`config.mk`:
```
export PLATFORM = sky130hd
export DESIGN_NAME = a2d_rr_intf
export DESIGN_NICKNAME = d
export VERILOG_FILES = /design/src/rtl/a2d_rr_intf.sv
export SDC_FILE = /design/constraint.sdc
export NUM_CORES = 1
export LEC_CHECK = 0
export BUFFER_PORTS_ARGS = -buffer_cell sky130_fd_sc_hd__buf_2
export CAP_MARGIN = 20
export CORE_MARGIN = 5
export CORE_UTILIZATION = 45
export DETAILED_ROUTE_END_ITERATION = 6
export PLACE_DENSITY = 0.68
export SLEW_MARGIN = 10
export SYNTH_ARGS = -nofsm -noshare
export SYNTH_HDL_FRONTEND = slang
export SYNTH_SLANG_ARGS = --single-unit
```
`constraint.sdc`:
```
create_clock -name clk -period 1.97 [get_ports clk]
set_input_delay 0.394 -clock clk [delete_from_list [all_inputs] [get_ports clk]]
set_output_delay 0.394 -clock clk [all_outputs]
set_load 0.01 [all_outputs]
```
`src/rtl/a2d_rr_intf.sv`:
```
// Round-robin SPI (mode 3) master for the 8-channel 12-bit A2D: left load, right load, battery.
// Define A2D_BATT_AVG_EN to report batt as the running average of the last 4 battery samples.
module a2d_rr_intf #(
  parameter logic [2:0] LFT_CH  = 3'd0,
  parameter logic [2:0] RGHT_CH = 3'd4,
  parameter logic [2:0] BATT_CH = 3'd5
) (
  input  logic        clk,
  input  logic        rst_n,
  input  logic        nxt,
  output logic [11:0] lft_ld,
  output logic [11:0] rght_ld,
  output logic [11:0] batt,
  output logic        cnv_cmplt,
  output logic        SS_n,
  output logic        SCLK,
  output logic        MOSI,
  input  logic        MISO
);

  // Handshake: nxt acts as a request that is only accepted in IDLE; cnv_cmplt is a one-clk
  // completion strobe, and the result registers hold their value until the next DONE.
  typedef enum logic [2:0] {IDLE, CMD, GAP, READ, DONE} state_t;

  state_t      state, state_nxt;
  logic [4:0]  div;
  logic [3:0]  bit_cnt;
  logic [15:0] tx_shft;
  logic [11:0] rx_shft;
  logic [1:0]  ptr;
  logic [2:0]  ch;
  logic [15:0] cmd_word;
  logic        xfer, bit_end, last_bit;
  logic        start_xfer, clr_div, load_res;

  always_comb begin
    case (ptr)
      2'd0:    ch = LFT_CH;
      2'd1:    ch = RGHT_CH;
      default: ch = BATT_CH;
    endcase
  end

  assign cmd_word = {2'b00, ch, 11'h000};
  assign xfer     = (state == CMD) || (state == READ);
  assign bit_end  = (div == 5'd31);
  assign last_bit = (bit_cnt == 4'd15);

  assign SS_n = ~xfer;
  assign SCLK = ~xfer | div[4];
  assign MOSI = tx_shft[15];

  always_ff @(posedge clk or negedge rst_n) begin
    if (!rst_n) state <= IDLE;
    else        state <= state_nxt;
  end

  always_comb begin
    state_nxt  = state;
    start_xfer = 1'b0;
    clr_div    = 1'b0;
    load_res   = 1'b0;
    case (state)
      IDLE: if (nxt) begin
        state_nxt  = CMD;
        start_xfer = 1'b1;
      end
      CMD: if (bit_end && last_bit) begin
        state_nxt = GAP;
        clr_div   = 1'b1;
      end
      // div doubles as the 32-clk gap timer between the two transactions
      GAP: if (bit_end) begin
        state_nxt  = READ;
        start_xfer = 1'b1;
      end
      READ: if (bit_end && last_bit) begin
        state_nxt = DONE;
        load_res  = 1'b1;
      end
      DONE:    state_nxt = IDLE;
      default: state_nxt = IDLE;
    endcase
  end

  always_ff @(posedge clk or negedge rst_n) begin
    if (!rst_n) begin
      div     <= '0;
      bit_cnt <= '0;
      tx_shft <= '0;
      rx_shft <= '0;
    end else begin
      if (start_xfer || clr_div) div <= '0;
      else if (state != IDLE)    div <= div + 5'd1;
      if (start_xfer)               bit_cnt <= '0;
      else if (xfer && bit_end)     bit_cnt <= bit_cnt + 4'd1;
      if (start_xfer)                           tx_shft <= cmd_word;
      else if (xfer && bit_end && !last_bit)    tx_shft <= {tx_shft[14:0], 1'b0};
      // only the last 12 of the 16 received bits form the result
      if (xfer && (div == 5'd15)) rx_shft <= {rx_shft[10:0], MISO};
    end
  end

  // Results become visible together with the cnv_cmplt strobe during DONE.
  always_ff @(posedge clk or negedge rst_n) begin
    if (!rst_n) begin
      ptr       <= 2'd0;
      lft_ld    <= '0;
      rght_ld   <= '0;
      cnv_cmplt <= 1'b0;
    end else begin
      cnv_cmplt <= load_res;
      if (load_res) begin
        if (ptr == 2'd0) lft_ld  <= rx_shft;
        if (ptr == 2'd1) rght_ld <= rx_shft;
        ptr <= (ptr == 2'd2) ? 2'd0 : ptr + 2'd1;
      end
    end
  end

`ifdef A2D_BATT_AVG_EN
  logic [11:0] hist [4];
  logic        hist_vld;
  logic [13:0] hist_sum;

  always_ff @(posedge clk or negedge rst_n) begin
    if (!rst_n) begin
      for (int i = 0; i < 4; i++) hist[i] <= '0;
      hist_vld <= 1'b0;
    end else if (load_res && (ptr == 2'd2)) begin
      // first sample after reset fills the whole history
      hist_vld <= 1'b1;
      hist[0]  <= rx_shft;
      hist[1]  <= hist_vld ? hist[0] : rx_shft;
      hist[2]  <= hist_vld ? hist[1] : rx_shft;
      hist[3]  <= hist_vld ? hist[2] : rx_shft;
    end
  end

  assign hist_sum = {2'b00, hist[0]} + {2'b00, hist[1]} + {2'b00, hist[2]} + {2'b00, hist[3]};
  assign batt     = 12'(hist_sum >> 2);
`else
  always_ff @(posedge clk or negedge rst_n) begin
    if (!rst_n)                           batt <= '0;
    else if (load_res && (ptr == 2'd2))   batt <= rx_shft;
  end
`endif

endmodule
```
# Word level (Yosys, flattened, before mapping)

Cells that the tools add are included.
W data, S select, Z words.

Flip-flop bits (word level): 79
Latch bits: 0
Bits in writable memories: 0
ROM bits: 0
Output and inout bits: 40
Memories: 0

Add/sub/neg operators: 3
$mul: 0
Divide/modulo/power cells: 0
$lt $le $gt $ge: 0
Equality and inequality tests: 12
Shifts and indexed selects: 0
Mux-type cells: 19
Bitwise gates (word level): 2
Reduce and logical (&&, ||, !) cells: 17

Operators by type and width:

| cell                  | count |
|---|---|
| $mux W16              | 2 |
| $mux W3               | 4 |
| $pmux W3 S4           | 1 |
| $mux W5               | 2 |
| $mux W4               | 2 |
| $eq A3 B2 Y1 const B  | 2 |
| $pmux W3 S2           | 1 |
| $reduce_bool A2 Y1    | 3 |
| $add A5 B1 Y5 const B | 1 |
| $eq A5 B4 Y1 const B  | 1 |
| $eq A5 B5 Y1 const B  | 1 |
| $logic_and A1 B1 Y1   | 5 |
| $mux W1               | 5 |
| $add A4 B1 Y4 const B | 1 |
| $eq A4 B4 Y1 const B  | 1 |
| $ne A2 B1 Y1 const B  | 2 |
| $ne A2 B2 Y1 const B  | 2 |
| $reduce_and A2 Y1     | 2 |
| $reduce_and A4 Y1     | 1 |
| $eq A3 B1 Y1 const B  | 1 |
| $logic_not A3 Y1      | 1 |
| $reduce_bool A3 Y1    | 1 |
| $add A2 B1 Y2 const B | 1 |
| $eq A2 B1 Y1 const B  | 1 |
| 8 further kinds       | 9 |

# Longest topological paths before layout

Gate-level depths: netlist (run 1).

Word-level depth: 6
Mapped depth: 7

# Worst setup path before layout (run 1)

No wires, ideal clock.

Path type: register -> register
From: register div[0]
To: register rght_ld[10]
Library setup time: 0.125 ns
Arrival time: 2.033 ns
Required time: 1.845 ns
Slack: -0.188 ns
Cell stages (with the launch flop): 8
Period minus slack after synthesis: 2.158 ns
Cell sequence: dfrtp_1 -> ha_1 -> and3_1 -> ha_1 -> nand4_4 -> nor4b_4 -> buf_6 -> mux2_2

Longest elaborated chain between the ends: 5

RTL lines:

| item                               | line | text |
|---|---|---|
| start, declared                    | 26   | `logic [4:0] div;` |
| start signal, assigned             | 94   | `else if (state != IDLE) div <= div + 5'd1;` |
| $eq A5 B5 Y1                       | 46   | `assign bit_end = (div == 5'd31);` |
| $logic_and A1 B1 Y1                | 77   | `READ: if (bit_end && last_bit) begin` |
| $mux W1                            | 77   |  |
| $mux W1                            | 63   | `case (state)` |
| $reduce_and A2 Y1 (no source line) | n/a  |  |
| end signal, assigned               | 115  | `if (ptr == 2'd1) rght_ld <= rx_shft;` |
| end, declared                      | 12   | `output logic [11:0] rght_ld,` |

No other way between the ends.
A chain may end at the register's enable or synchronous reset.

# Final worst setup path (run 1)

From: register div[0]
To: register rght_ld[7]

The elaborated chain is that of the path after synthesis.

==> reports/metrics.cfg, run 1 <==
[outcome]
status = complete, but fails checks
violations = setup timing

[routing]
drc_errors = 0
ant_nets = 0
wl_per_cell_um = 16.6
wirelength_um = 5840
firstDrtPassIters = 4
drtIter0Drc = 52
vias = 1839
vias_per_cell = 5.24

[sta]
finalSetupViolCount = 24
max_clock_freq_ghz = 0.497
finalSetupTns_ps = -589
timing.final.crit_share_pct = 102
hold_ws_ps = 70.2
finalMaxSlewViolations = 0
hold_viol = 0
maxSlewHeadroom_pct = 76.4
rsz0062_at_grt = yes
fin_ws_ps = -40.4
worst_pin_slew_ps = 354
fin_skew_ps = 9.40
layout_min_cycle_time_ps = 2010

[global_routing]
antenna_found_initial = 0
grt_pass1_vias = 1987
grt_max_degree = 69
grt_pass1_wl_um = 9740
grt-ovfl-total = 0
grt_use_total_pct = 16.1

[min_path]
min_path_type = in2async

[placed_design]
io_buffer_count = 43
pre_cts_ws_ps = -47.5
hpwlAfterDp_um = 3870
gp_congestion = 0.724
dp.cells = 333

[final_layout]
final_common_cell = dfrtp_1
area_growth_pct = 27.9
stdcell_count = 351
final_nets = 277
n_antenna_cell = 0
drive_above_1_share_pct = 50.7
layout_common_cells = dfrtp_1 (68), buf_2 (43), mux2_4 (36)
fill_cells = 529

[pwr]
leakagePower_nw = 1.85
power.density_nw_per_um2 = 920
ir_worst_vdd_mv = 0.629

[critical_path]
reg2reg_from = div[0]
critPathKind = reg2reg
cp-start-kind = register
worstPathArrival_ps = 2230
crit_fanout = 13
worst_setup_path_startpoint = div[0]
worstPathRequired_ps = 2190
endpoint_kind = register

[synth]
yosys-top-cells-area = dfrtp_1 (60%), mux2_2 (19%), ha_1 (1.8%), o21ai_0 (1.6%), nor4_4 (1.5%)
yosys_warnings = 0
synthCells = 205
synth_top_area_share_pct = 59.6
synth_area_um2 = 2860
synth-async-reset-ratio_pct = 100
synth_top_cell_by_area = dfrtp_1
yosysUniqueCellTypes = 37
synth_edf_count = 0
synth-seq-cells = 68
syn_area_per_cell_um2 = 13.9
synth_flop_cell = dfrtp_1
ys_seq_area_share_pct = 59.6
syn_nets = 213

[floorplan]
core_area_um2 = 6280
die_w_um = 89.7
rows = 29
start_util_pct = 45.5
top_level_ports = 44
die_area_um2 = 8040
die_h_um = 89.7

[clocking]
cts_tree = yes
clockBufferDepth = 2
worstSkewPairLatency_ps = 340
cts_root_buf = clkbuf_8
clk_pin_slew_ps = 80
cts_hold_buffers = 0
htreeDepth = 3
cts.sinks = 68
numCtsBuffers = 9

[flow_run]
cap_violations = 0

## Yosys cell counts (2+ instances only)
master	instances
buf_4	2
nor2_1	9
or3_1	3
ha_1	4
a21oi_1	8
and3_1	2
nand2_1	6
nor4_4	2
xnor2_1	2
or2_2	2
xor2_1	2
o21ai_0	9
a211oi_1	2
buf_2	2
clkbuf_1	2
nand3_1	7
dfrtp_1	68
inv_1	6
mux2_2	49
## registers in the layout (all words and copies together), names as in the netlist
name	flops
cnv_cmplt	1
state	3
rght_ld	12
bit_cnt	4
batt	12
tx_shft	5
div	5
rx_shft	12
ptr	2
lft_ld	12
## through the flow
stage,cell area [um2],util (%),power [mW]
final,3650,58.2,3.36
after global routing,3650,58.2,3.57
after detailed placement,3320,52.9,2.23
after CTS,3640,58.0,3.40
after global placement,3320,52.9,2.20
after floorplan,2910,-,2.03
## worst paths after layout
check | endpoint | slack (ps) | depth (start not counted)
setup / recovery | rght_ld[7] | -40 | 7
hold reg to reg | lft_ld[4] | 510 | 1
min in group clk | rx_shft[0] | 300 | 2
setup reg to reg | rght_ld[7] | -40 | 7
hold / removal | div[4] | 70 | 2
max in group asynchronous | tx_shft[11] | 1620 | 2
## metal layers
metal / vias to the layer above / GRT usage, % / part of all wire [%]
met5: - / 0 / 0
li1: 857 / - / -
met4: 0 / 6.90 / 1.9
met2: 37 / 25.9 / 48
met1: 935 / 20.5 / 45
met3: 10 / 4.20 / 5.0
## worst max-delay path: stages (launching register included)
cell	delay, ps
dfrtp_1	370
ha_2	180
and3_4	190
ha_4	140
nand4_4	180
nor4b_4	310
buf_12	210
mux2_4	310
## cells by family after synthesis
family,count (synthesis),share of synthesized area [%]
DFF,68,59.6
muxes,50,19.7
and+or+nand+nor,40,9.77
AOI/OAI and AO/OA,25,5.21
buffers and inverters,14,2.80
xor gates and xnor gates,4,1.23
adders and majority gates,4,1.75
## power by group
group / leakage [nW] / switching, mW / total, mW / internal (mW)
Sequential: 0.909 / 0.145 / 1.69 / 1.55
Clock: 0.0935 / 0.562 / 1.16 / 0.596
Combinational: 0.850 / 0.258 / 0.511 / 0.254
Total: 1.85 / 0.965 / 3.36 / 2.40
## timing repair
| action | in CTS | in global routing |
|---|---|---|
| pin swaps | 2 | 1 |
| gates cloned | 0 | 0 |
| setup buffers | 2 | 0 |
| setup endpoints to repair | 31 | 37 |
| resized for setup | 29 | 3 |
## cell type report
cell class                 instances  area [um2]  area share, %
multi-input combinational        123        1230           33.8
tap                               77        96.3           2.64
inverter                           6        22.5          0.617
clock inverter                     6        71.3           1.95
timing repair buffer              61         399           10.9
sequential                        68        1700           46.6
clock buffer                      10         128           3.49
No activity file was read; power rests on OpenSTA's default activity.
==> run 2, diff against run 1 <==
--- a/config.mk
+++ b/config.mk
@@ -7,10 +7,12 @@
 export LEC_CHECK = 0
 export BUFFER_PORTS_ARGS = -buffer_cell sky130_fd_sc_hd__buf_2
 export CAP_MARGIN = 20
+export CORE_ASPECT_RATIO = 1.5
 export CORE_MARGIN = 5
 export CORE_UTILIZATION = 45
 export DETAILED_ROUTE_END_ITERATION = 6
 export PLACE_DENSITY = 0.68
+export REMOVE_ABC_BUFFERS = 1
 export SLEW_MARGIN = 10
 export SYNTH_ARGS = -nofsm -noshare
 export SYNTH_HDL_FRONTEND = slang
==> reports/metrics.cfg, run 2 (same netlist as run 1, synthesis figures left out) <==
[pwr]
ir_worst_vdd_mv = 0.638  ; +1.5%
power.density_nw_per_um2 = 917  ; -0.33%
p_sw_share_pct = 26.6  ; -2.2 points
p_sw_uw = 880  ; -8.8%
p_int_mw = 2.43  ; +1.6%
leakagePower_nw = 1.86  ; +0.35%
clkPwrFrac_pct = 32.5  ; -2.0 points
seq_power_share_pct = 50.6  ; +0.3 points
pwr-share-comb_pct = 16.9  ; +1.7 points

[sta]
layout_min_cycle_time_ps = 2020  ; +13.3 ps
rsz0062_at_grt = yes
max_clock_freq_ghz = 0.494  ; -0.65%
worst_pin_slew_ps = 421  ; +67.7 ps
maxSlewHeadroom_pct = 71.9  ; -4.5 points
fin_skew_ps = 7.26  ; -2.14 ps
finalMaxSlewViolations = 0  ; unchanged
hold_ws_ps = 68.8  ; -1.49 ps
timing.final.crit_share_pct = 103  ; +0.67 points
hold_viol = 0  ; unchanged
fin_ws_ps = -53.7  ; -13.3 ps
finalSetupViolCount = 33  ; +38%

[routing]
vias = 1857  ; +0.98%
wl_met1_um = 2500  ; -5.1%
firstDrtPassIters = 4  ; unchanged
drtIter0Drc = 158  ; +200%
routed.top_layer = met4
wirelength_um = 5720  ; -2.0%
ant_nets = 0  ; unchanged
drc_errors = 0  ; unchanged
met2WireLength_um = 2830  ; +1.2%
wl_per_cell_um = 16.4  ; -1.2%
wl_met3_um = 280  ; -3.4%
vias_per_cell = 5.34  ; +1.8%

[global_routing]
grt-ovfl-total = 0  ; unchanged
grt_use_total_pct = 15.9  ; -0.12 points
grt_pass1_vias = 1942  ; -2.3%
grt_max_degree = 69  ; unchanged
grt_pass1_wl_um = 9710  ; -0.35%
antenna_found_initial = 0  ; unchanged

[outcome]
status = complete, but fails checks
violations = setup timing

[critical_path]
crit_fanout = 5  ; -8
endpoint_kind = register
worstPathRequired_ps = 2230  ; +40 ps
critPathKind = reg2reg
cp_slowest_cell = or3_2
worstPathArrival_ps = 2280  ; +50 ps
crit_family = simple AND/OR/NAND/NOR gates
worst-path-buf-inv = 2  ; +1
reg2reg_from = div[1]
critPathMostFrequentCell = buf_4
cp_slowest_stage_delay_ps = 400  ; +30 ps
worst_setup_path_startpoint = div[1]
cp-start-kind = register
cp_cell_sequence = ha_2 -> and3_4 -> ha_4 -> nand4_4 -> buf_4 -> buf_4 -> or3_2 -> a21oi_1

[final_layout]
drive_above_1_share_pct = 51.5  ; +0.73 points
multi_input_area_um2 = 1200  ; -2.8%
fill_cells = 500  ; -5.5%
final_area_um2 = 3610  ; -1.0%
layout_common_cells = dfrtp_1 (68), buf_2 (43), mux2_4 (25)
final_nets = 280  ; +1.1%
ff_latch_area_um2 = 1700  ; unchanged
final_common_cell = dfrtp_1
area_growth_pct = 26.5
n_antenna_cell = 0  ; unchanged

[floorplan]
core_area_um2 = 6170  ; -1.6%
die_w_um = 75.1  ; -16%
die_area_um2 = 8070  ; +0.41%
rows = 35  ; +21%
die_h_um = 108  ; +20%
start_util_pct = 46.3  ; +0.76 points
top_level_ports = 44  ; unchanged

[clocking]
worstSkewPairLatency_ps = 330  ; about the same
cts.sinks = 68  ; unchanged
clockBufferDepth = 2  ; unchanged
cts_hold_buffers = 0  ; unchanged
numCtsBuffers = 9  ; unchanged
cts_tree = yes
htreeDepth = 3  ; unchanged
cts_root_buf = clkbuf_8
clk_pin_slew_ps = 70  ; about the same

[placed_design]
pre_cts_ws_ps = -169  ; -121 ps
io_buffer_count = 43  ; unchanged
hpwlAfterDp_um = 3870  ; -0.11%
post_dp_cell_area_um2 = 3270  ; -1.4%
gp_congestion = 0.745  ; +2.9%

[flow_run]
cap_violations = 0  ; unchanged

[min_path]
min_path_type = in2async

run 2: cell types whose count changed in the layout (fill, tap and decap cells not counted), sizes merged:
cell      change
clkinvlp      -2
buf           +3
clkinv        +1
inv           -2
run 2: area by class of cell:
cell class                 instances  share of cell area [%]
timing repair buffer              64                    11.7
clock buffer                      10                    3.81
clock inverter                     3                    1.11
tap                               74                    2.56
inverter                           6                   0.623
sequential                        68                    47.1
multi-input combinational        123                    33.2
run 2: repair_timing:
item | 4_1_cts | 5_1_grt
pin swaps | 3 | 0
setup buffers | 1 | 3
setup endpoints to repair | 46 | 42
resized for setup | 24 | 10
run 2: per-layer routing:
layer / vias up / global-route usage [%]
li1: 863 / -
met1: 939 / 21.0
met2: 45 / 24.3
met3: 10 / 4.86
met4: 0 / 6.36
met5: - / 0
run 2: per-stage QoR:
stage / TNS, ps / instances / power [mW] / utilization, %
floorplan: -10280 / 197 / 2.00 / -
global placement: -2800 / 331 / 2.19 / 53.0
detailed placement: -5490 / 331 / 2.22 / 53.0
CTS: -1980 / 345 / 3.32 / 57.5
global route: -4560 / 348 / 3.51 / 58.5
finish: -945 / 348 / 3.31 / 58.5
run 2: power by group through the flow:
stage	sequential (mW)	clock, mW	combinational (mW)
CTS	1.68	1.10	0.538
global placement	1.69	0	0.497
detailed placement	1.70	0	0.520
global route	1.71	1.17	0.630
finish	1.68	1.08	0.560
floorplan	1.67	0	0.330
run 2: path summary, 6_finish.rpt:
check                           slack (ps)         end  depth (start not counted)
worst max-delay path                   -50    state[1]                          8
worst min-delay path                    70      div[2]                          2
worst max register to register         -50    state[1]                          8
worst min register to register         510   lft_ld[6]                          1
max in group asynchronous             1610   lft_ld[6]                          2
min in group clk                       300  rx_shft[0]                          2
==> run 3, diff against run 2 <==
--- a/config.mk
+++ b/config.mk
@@ -8,11 +8,12 @@
 export BUFFER_PORTS_ARGS = -buffer_cell sky130_fd_sc_hd__buf_2
 export CAP_MARGIN = 20
 export CORE_ASPECT_RATIO = 1.5
-export CORE_MARGIN = 5
+export CORE_MARGIN = 2
 export CORE_UTILIZATION = 45
 export DETAILED_ROUTE_END_ITERATION = 6
 export PLACE_DENSITY = 0.68
 export REMOVE_ABC_BUFFERS = 1
+export SKIP_LAST_GASP = 1
 export SLEW_MARGIN = 10
 export SYNTH_ARGS = -nofsm -noshare
 export SYNTH_HDL_FRONTEND = slang
==> reports/metrics.cfg, run 3 (same netlist as run 1, synthesis figures left out) <==
[sta]
finalSetupViolCount = 36  ; +9.1%
worst_pin_slew_ps = 392  ; -29.7 ps
rsz0062_at_grt = yes
hold_viol = 0  ; unchanged
layout_min_cycle_time_ps = 2100  ; +74.5 ps
finalSetupTns_ps = -2590  ; -1640 ps
timing.final.crit_share_pct = 107  ; +3.8 points
maxSlewHeadroom_pct = 73.9  ; +2.0 points
fin_skew_ps = 10.7  ; +3.43 ps
max_clock_freq_ghz = 0.477  ; -3.6%
finalMaxSlewViolations = 0  ; unchanged
fin_ws_ps = -128  ; -74.5 ps

[global_routing]
grt_use_total_pct = 17.2  ; +1.3 points
grt_max_degree = 69  ; unchanged
antenna_found_initial = 0  ; unchanged
grt_pass1_vias = 1943  ; +0.051%
grt-ovfl-total = 0  ; unchanged
grt_pass1_wl_um = 9440  ; -2.8%

[pwr]
clkPwrFrac_pct = 37.6  ; +5.1 points
p_int_mw = 2.70  ; +11%
leakagePower_nw = 1.93  ; +3.7%
power.density_nw_per_um2 = 972  ; +6.0%
ir_worst_vdd_mv = 0.620  ; -2.9%
p_sw_uw = 964  ; +9.5%
seq_power_share_pct = 46.1  ; -4.5 points
pwr-share-comb_pct = 16.3  ; -0.6 points
power_mw = 3.66  ; +10%
p_sw_share_pct = 26.3  ; -0.23 points

[clocking]
cts_hold_buffers = 0  ; unchanged
worstSkewPairLatency_ps = 350  ; +20 ps
clk_pin_slew_ps = 80  ; about the same
htreeDepth = 3  ; unchanged
cts_root_buf = clkbuf_8
numCtsBuffers = 9  ; unchanged
cts.sinks = 68  ; unchanged
clockBufferDepth = 2  ; unchanged
cts_tree = yes

[placed_design]
gp_congestion = 0.778  ; +4.5%
io_buffer_count = 43  ; unchanged
hpwlAfterDp_um = 3850  ; -0.33%
pre_cts_ws_ps = -136  ; +32.3 ps
dp.cells = 330  ; -0.30%
post_dp_cell_area_um2 = 3290  ; +0.54%

[critical_path]
endpoint_kind = register
crit_fanout = 6  ; +1
critPathKind = reg2reg
worstPathArrival_ps = 2320  ; +40 ps
cp_slowest_stage_delay_ps = 360  ; -40 ps
worstPathRequired_ps = 2200  ; -30 ps
cp-start-kind = register
cp_slowest_cell = dfrtp_1
cp_cell_sequence = ha_2 -> and3_4 -> ha_4 -> nand4_4 -> buf_6 -> nor4_4 -> buf_4 -> clkbuf_16 -> mux2_2
r2r_setup_slack_ps = -130  ; -70 ps

[final_layout]
stdcell_count = 355  ; +2.0%
final_nets = 284  ; +1.4%
final_area_um2 = 3770  ; +4.3%
n_antenna_cell = 0  ; unchanged
area_growth_pct = 31.9
final_common_cell = dfrtp_1
layout_common_cells = dfrtp_1 (68), buf_2 (43), mux2_4 (25)
drive_above_1_share_pct = 52.7  ; +1.2 points

[floorplan]
die_w_um = 69.1  ; -8.0%
rows = 35  ; unchanged
top_level_ports = 44  ; unchanged
core_area_um2 = 6130  ; -0.71%
die_area_um2 = 7010  ; -13%
die_h_um = 102  ; -5.6%
start_util_pct = 46.6  ; +0.33 points

[outcome]
violations = setup timing
status = complete, but fails checks

[routing]
ant_nets = 0  ; unchanged
vias = 1851  ; -0.32%
drc_errors = 0  ; unchanged
wl_per_cell_um = 17.3  ; +5.3%
drtIter0Drc = 79  ; -50%
wirelength_um = 6140  ; +7.4%
vias_per_cell = 5.21  ; -2.3%
firstDrtPassIters = 4  ; unchanged

[min_path]
min_path_type = in2async

[flow_run]
cap_violations = 0  ; unchanged

## run 3: per-stage QoR
step	hold slack, ps	utilization (%)
2_1_floorplan	98.4	-
3_3_place_gp	437	53.7
3_5_place_dp	439	53.7
4_1_cts	58.4	58.7
5_1_grt	75.5	61.5
6_report	49.6	61.5
## run 3: repair_timing
item,CTS,global route
setup endpoints to repair,43,43
pin swaps,2,2
setup buffers,1,6
resized for setup,5,29
cloned,1,2
## run 3: layout make-up
type | instances | area, um2
Tap cell | 74 | 92.6
Inverter | 6 | 22.5
Sequential cell | 68 | 1700
Timing Repair Buffer | 68 | 509
Clock buffer | 10 | 128
Fill cell | 481 | 2360
Multi-Input combinational cell | 123 | 1200
Clock inverter | 6 | 113
## run 3: power groups by stage
stage               Combinational [mW]  Clock [mW]  Sequential [mW]
floorplan                        0.330           0             1.67
global placement                 0.519           0             1.70
detailed placement               0.553           0             1.70
CTS                              0.571        1.40             1.68
global route                     0.669        1.46             1.71
finish                           0.599        1.38             1.69
## run 3: routing by layer
metal	share of wire [%]	wire length [um]	track usage [%]
met5	0	0	0
met4	1.7	102	6.33
met3	3.9	237	5.87
met2	54	3340	30.8
met1	40	2470	18.9
## run 3: final timing paths
check,start,end,cells after the start
max,div[0],lft_ld[2],9
min,rst_n,lft_ld[4],2
max reg2reg,div[0],lft_ld[2],9
min reg2reg,lft_ld[0],lft_ld[0],1
max in group asynchronous,rst_n,lft_ld[11],2
min in group clk,MISO,rx_shft[0],2
## run 3: worst max-delay path: cells and delay by family (launching register included)
kind	cells	cell delay (ps)
adders and majority gates	2	320
muxes	1	320
DFF	1	360
buffers and inverters	3	500
and+or+nand+nor	3	460
